`src/rtl/im_loader_pkg.sv`:
```
// Shared constants and FSM state encoding for the program loader.
// IM_LOADER_CHKSUM_EN widens the state to 3 bits to make room for CHECK.
package im_loader_pkg;

  localparam logic [15:0] CODE_SEG_PC = 16'h3000;
  localparam int          WORD_BYTES  = 4;
  localparam logic [15:0] WORD_STRIDE = 16'(WORD_BYTES);

`ifdef IM_LOADER_CHKSUM_EN
  typedef enum logic [2:0] {
    ST_IDLE    = 3'd0,
    ST_COLLECT = 3'd1,
    ST_WRITE   = 3'd2,
    ST_DONE    = 3'd3,
    ST_CHECK   = 3'd4
  } state_t;
`else
  typedef enum logic [1:0] {
    ST_IDLE    = 2'd0,
    ST_COLLECT = 2'd1,
    ST_WRITE   = 2'd2,
    ST_DONE    = 2'd3
  } state_t;
`endif

endpackage

```
`src/rtl/im_loader_byte_packer.sv`:
```
// Big-endian byte-to-word packer; o_word/o_word_rdy are combinational with the 4th byte.
// No internal backpressure: every i_vld cycle consumes i_byte.
module im_loader_byte_packer
  import im_loader_pkg::*;
(
  input  logic        clk,
  input  logic        rst,
  input  logic        i_clr,
  input  logic        i_vld,
  input  logic [7:0]  i_byte,
  output logic [31:0] o_word,
  output logic        o_word_rdy
);

  logic [23:0] r_shift;
  logic [1:0]  r_cnt;

  always_ff @(posedge clk or negedge rst) begin
    if (!rst) begin
      r_shift <= '0;
      r_cnt   <= '0;
    end else if (i_clr) begin
      r_shift <= '0;
      r_cnt   <= '0;
    end else if (i_vld) begin
      r_shift <= {r_shift[15:0], i_byte};
      r_cnt   <= r_cnt + 2'd1;
    end
  end

  // Completed word is visible in the same cycle the last byte is accepted.
  assign o_word     = {r_shift, i_byte};
  assign o_word_rdy = i_vld && (r_cnt == 2'(WORD_BYTES - 1));

endmodule

```
`src/rtl/im_loader.sv`:
```
// Program loader: packs a byte stream into words written to IM; 5 cycles/word minimum.
// byte_ready is high only while collecting; optional IM_LOADER_CHKSUM_EN adds a trailer check.
module im_loader
  import im_loader_pkg::*;
#(
  parameter logic [15:0] BASE_ADDR = CODE_SEG_PC,
  parameter int          LEN_W     = 12
) (
  input  logic             clk,
  input  logic             rst,
  input  logic             start,
  input  logic [LEN_W-1:0] len,
  input  logic [7:0]       byte_in,
  input  logic             byte_valid,
  output logic             byte_ready,
  output logic             im_we,
  output logic [15:0]      im_addr,
  output logic [31:0]      im_din,
  output logic             busy,
  output logic             done,
  output logic             err
);

  state_t           r_state;
  state_t           w_next;
  logic [LEN_W-1:0] r_len;
  logic [LEN_W-1:0] r_wcnt;
  logic [LEN_W-1:0] w_wcnt_inc;
  logic [15:0]      r_addr;
  logic [31:0]      r_din;
  logic             w_start_acc;
  logic             w_collecting;
  logic             w_accept;
  logic [31:0]      w_word;
  logic             w_word_rdy;
  logic             w_last_word;

  assign w_start_acc  = start && ((r_state == ST_IDLE) || (r_state == ST_DONE));
`ifdef IM_LOADER_CHKSUM_EN
  assign w_collecting = (r_state == ST_COLLECT) || (r_state == ST_CHECK);
`else
  assign w_collecting = (r_state == ST_COLLECT);
`endif
  assign w_accept     = byte_valid && w_collecting;
  assign w_wcnt_inc   = r_wcnt + LEN_W'(1);
  assign w_last_word  = (w_wcnt_inc == r_len);

  im_loader_byte_packer u_packer (
    .clk        (clk),
    .rst        (rst),
    .i_clr      (w_start_acc),
    .i_vld      (w_accept),
    .i_byte     (byte_in),
    .o_word     (w_word),
    .o_word_rdy (w_word_rdy)
  );

  always_comb begin
    w_next = r_state;
    case (r_state)
      ST_IDLE, ST_DONE: begin
        if (start) w_next = (len == '0) ? ST_DONE : ST_COLLECT;
      end
      ST_COLLECT: begin
        if (w_word_rdy) w_next = ST_WRITE;
      end
      ST_WRITE: begin
`ifdef IM_LOADER_CHKSUM_EN
        w_next = w_last_word ? ST_CHECK : ST_COLLECT;
`else
        w_next = w_last_word ? ST_DONE : ST_COLLECT;
`endif
      end
`ifdef IM_LOADER_CHKSUM_EN
      ST_CHECK: begin
        if (w_word_rdy) w_next = ST_DONE;
      end
`endif
      default: w_next = ST_IDLE;
    endcase
  end

  always_ff @(posedge clk or negedge rst) begin
    if (!rst) r_state <= ST_IDLE;
    else      r_state <= w_next;
  end

  always_ff @(posedge clk or negedge rst) begin
    if (!rst) begin
      r_len  <= '0;
      r_wcnt <= '0;
      r_addr <= BASE_ADDR;
    end else if (w_start_acc) begin
      r_len  <= len;
      r_wcnt <= '0;
      r_addr <= BASE_ADDR;
    end else if (r_state == ST_WRITE) begin
      r_wcnt <= w_wcnt_inc;
      r_addr <= r_addr + WORD_STRIDE;
    end
  end

  // Trailer bytes in CHECK never reach im_din.
  always_ff @(posedge clk or negedge rst) begin
    if (!rst)                                  r_din <= '0;
    else if ((r_state == ST_COLLECT) && w_word_rdy) r_din <= w_word;
  end

`ifdef IM_LOADER_CHKSUM_EN
  logic [31:0] r_chk;
  logic        r_err;

  always_ff @(posedge clk or negedge rst) begin
    if (!rst) begin
      r_chk <= '0;
      r_err <= 1'b0;
    end else if (w_start_acc) begin
      r_chk <= '0;
      r_err <= 1'b0;
    end else if (r_state == ST_WRITE) begin
      r_chk <= r_chk ^ r_din;
    end else if ((r_state == ST_CHECK) && w_word_rdy) begin
      r_err <= (w_word != r_chk);
    end
  end

  assign err  = r_err;
  assign busy = (r_state == ST_COLLECT) || (r_state == ST_WRITE) || (r_state == ST_CHECK);
`else
  assign err  = 1'b0;
  assign busy = (r_state == ST_COLLECT) || (r_state == ST_WRITE);
`endif

  assign byte_ready = w_collecting;
  assign im_we      = (r_state == ST_WRITE);
  assign im_addr    = r_addr;
  assign im_din     = r_din;
  assign done       = (r_state == ST_DONE);

endmodule

```
`config.mk`:
```
export PLATFORM = sky130hd
export DESIGN_NAME = im_loader
export DESIGN_NICKNAME = d
export VERILOG_FILES = /design/src/rtl/im_loader_pkg.sv /design/src/rtl/im_loader_byte_packer.sv /design/src/rtl/im_loader.sv
export SDC_FILE = /design/constraint.sdc
export NUM_CORES = 1
export LEC_CHECK = 0
export CAP_MARGIN = 20
export CORE_UTILIZATION = 50
export DETAILED_ROUTE_END_ITERATION = 16
export GPL_TIMING_DRIVEN = 0
export PLACE_DENSITY_LB_ADDON = 0.05
export SLEW_MARGIN = 20
export SYNTH_ARGS = -nofsm -noshare
export SYNTH_HDL_FRONTEND = slang
export SYNTH_SLANG_ARGS = --single-unit
```
`constraint.sdc`:
```
create_clock -name clk -period 5 [get_ports clk]
set_input_delay 1 -clock clk [delete_from_list [all_inputs] [get_ports clk]]
set_output_delay 1 -clock clk [all_outputs]
set_load 0.1 [all_outputs]
```
==> metrics.yaml <==
outcome:
  status: "complete, no violations"
clock_network:
  cts-buffers-inserted: 9
  cts_hold_buffers: 0
  clk_pin_slew_ns: 0.10
  root_buffer: "clkbuf_8"
  clkLatencyLatePin_ns: 0.37
  cts_setup_buffers: 0
  cts.sinks: 98
  clk_path_buf_depth: 2
  cts_tree: "done"
  htreeDepth: 3
  cts_resized: 0
yosys:
  synth_largest_area_cell: "dfrtp_1"
  synth_top_family_by_area: "simple AND/OR/NAND/NOR gates"
  ys_ff_latch: 98
  synth_area_mm2: 0.00444
  yosys.area_share.simple_pct: 17.6
  synth_top_area_share_pct: 54.1
  synth_top_flop_cell: "dfrtp_1"
  synth_seq_area_share_pct: 55.3
  synth-adder-area-share_pct: 1.97
  yosys_warnings: 0
  synth_cell_types: 39
  synth_compound_area_share_pct: 5.69
  yosysMostFrequentCell: "nand2_1"
  synth_mux_area_share_pct: 9.04
  syn_area_per_cell_um2: 10.3
  netlist_instances: 432
  async_flop_share_pct: 100
  netlist_top_cells_area: "dfrtp_1 (54%), nand2_1 (8.6%), mux2_2 (8.4%), xor2_1 (4.1%), a21oi_1 (3.7%)"
  ys_top_cells_by_count: "nand2_1 (102), dfrtp_1 (96), a21oi_1 (33), mux2_2 (33), nor2_1 (31)"
  synth_edf_count: 0
  synth-xor-area-share_pct: 7.30
sta:
  rsz0062_at_grt: "false"
  layout_setup_ws_ns: 1.49
  tightest_slew_ns: 1.00
  fmax_ghz: 0.285
  finalSetupViolCount: 0
  layout_min_cycle_time_ns: 3.51
  slew_violations: 0
  finClkSkew_ns: 0.0149
  relSlewSlack_pct: 33.0
  fin_crit_sh_pct: 70.2
  hold_violations: 0
setup_path:
  cp_top_family: "buffers and inverters"
  path_max_fanout: 5
  critPathLaunchType: "register"
  arrival_ns: 2.51
  critPathMaxStageDelay_ns: 1.15
  cp_cell_sequence: "inv_1, ha_1, inv_1, clkdlybuf4s50_1"
  r2r_start: "r_state[1]"
  cp_slowest_cell: "clkdlybuf4s50_1"
  worstRegToRegCells: 7
  setup.worst_path.end_class: "primary output"
  worstSetupPathType: "reg -> out"
  ff2ff_setup_slack_ns: 2.60
  cp.required_ns: 4.00
  critical_path.most_common_cell: "inv_1"
  worst-path-buf-inv: 3
  reg2reg_to: "im_din[31]"
die:
  pin_count: 77
  rows: 34
  die_w_um: 96.2
  initial_core_util_pct: 51.2
  core_mm2: 0.00868
  die_area_mm2: 0.00926
  fp.dieH_um: 96.2
route:
  drtIter0Drc: 73
  num_vias: 3281
  wl_um: 9270
  drt-wirelength-per-cell_um: 14.7
  via_per_inst: 5.19
  postRouteAntennaNets: 0
  drcViolationCount: 0
  dr.pass1.iters: 4
cells_and_area:
  n_fill_cell: 771
  layout-drive-gt1-share_pct: 11.8
  syn2layout_area_growth_pct: 24.4
  diodes: 0
  instances_no_fill: 632
  nets: 550
power:
  power.density_mw_per_mm2: 621
  irDropWorstVdd_v: 0.000507
  leakage_nw: 2.51
  total_power_w: 0.00343
grt:
  grt_pass1_vias: 3054
  grt_pass1_wl_um: 14700
  antenna_found_initial: 0
  grt_max_degree: 81
  grt-ovfl-total: 0
  grt.total_usage_pct: 21.2
place:
  placed_cells: 616
  place.gp.congestion: 0.809
  dp_slack_ns: 1.82
  post-dp-hpwl_um: 6670
  io_buffers: 73
flow_run:
  maxCapViolations: 0
hold_path:
  hold_class: "in -> async"
-- per-layer routing --
layer / GRT usage (%) / part of all wire [%] / vias to the layer above
li1: - / - / 1608
met3: 3.16 / 2.6 / 9
met5: 0 / 0 / -
met2: 37.5 / 52 / 42
met1: 26.2 / 44 / 1622
met4: 7.46 / 1.3 / 0
-- report_power, final --
part	internal, W	total [W]	switching [W]
registers	0.00102	0.00119	0.000167
logic	0.000475	0.00176	0.00129
clock network	0.000189	0.000485	0.000296
-- logic make-up (layout without fill, tap and decap cells) --
kind of cell	Yosys count	after routing
buffers and inverters	29	119
AOI/OAI and AO/OA	46	46
other	1	3
and+or+nand+nor	178	178
DFF	98	98
muxes	36	36
xor gates and xnor gates	37	37
adders and majority gates	7	7
-- state kept, by name, indices dropped and copies added (netlist names) --
name              flops
u_packer.r_shift     24
u_packer.r_cnt        2
im_addr              14
r_state               2
im_din               32
r_wcnt               12
r_len                12
-- through the flow --
step / util, % / hold slack, ns / TNS [ns] / instance area, µm²
detailed placement: 61.6 / 0.492 / 0 / 5340
global route: 63.7 / 0.456 / 0 / 5530
global placement: 61.2 / 0.487 / -65.53 / 5310
CTS: 63.7 / 0.452 / 0 / 5530
floorplan: - / 0.465 / 0 / 4450
finish: 63.7 / 0.456 / 0 / 5530
-- worst reg2reg max path, delay by kind of cell (launching register included) --
kind,cells,cell delay (ns)
AND/OR/NAND/NOR,2,0.38
flip-flops,1,0.42
adder cells (fa/ha/maj),1,0.24
multiplexers,1,0.41
buffers and inverters,3,0.85
-- placed cells by master, fill, tap and decap left out, drive strengths merged, types with 2 or more instances in the layout --
master         count
nand2            102
dfrtp             96
clkdlybuf4s50     72
mux2              33
a21oi             33
nor2              31
xor2              21
clkbuf            21
xnor2             16
buf               15
nand3             10
nand4              8
ha                 7
inv                7
o21ai              6
nor3               5
and3               5
or3                4
mux2i              3
conb               3
clkinv             3
and2               2
or4                2
nand4b             2
nor4               2
dfstp              2
-- worst max path at each step --
stage,from,end,slack [ns],depth (start not counted)
final,r_state[0],busy,1.49,4
after global routing,r_state[0],busy,1.40,4
after CTS,r_state[0],busy,1.48,4
after detailed placement,byte_valid,im_din[31],1.82,6
after global placement,rst,im_addr[11],-0.69,1
after floorplan,r_state[1],im_din[0],2.37,7
-- layout make-up --
class | count | area, µm² | area share (%)
flip-flops and latches | 98 | 2450 | 44.4
multi-input cells | 307 | 1860 | 33.7
repair buffers | 74 | 759 | 13.7
well taps | 108 | 135 | 2.45
clock buffers | 9 | 124 | 2.24
plain buffers | 25 | 118 | 2.13
clock inverters | 7 | 58.8 | 1.06
inverters | 4 | 15.0 | 0.272
Note: power is estimated with default switching activity, not from simulation.
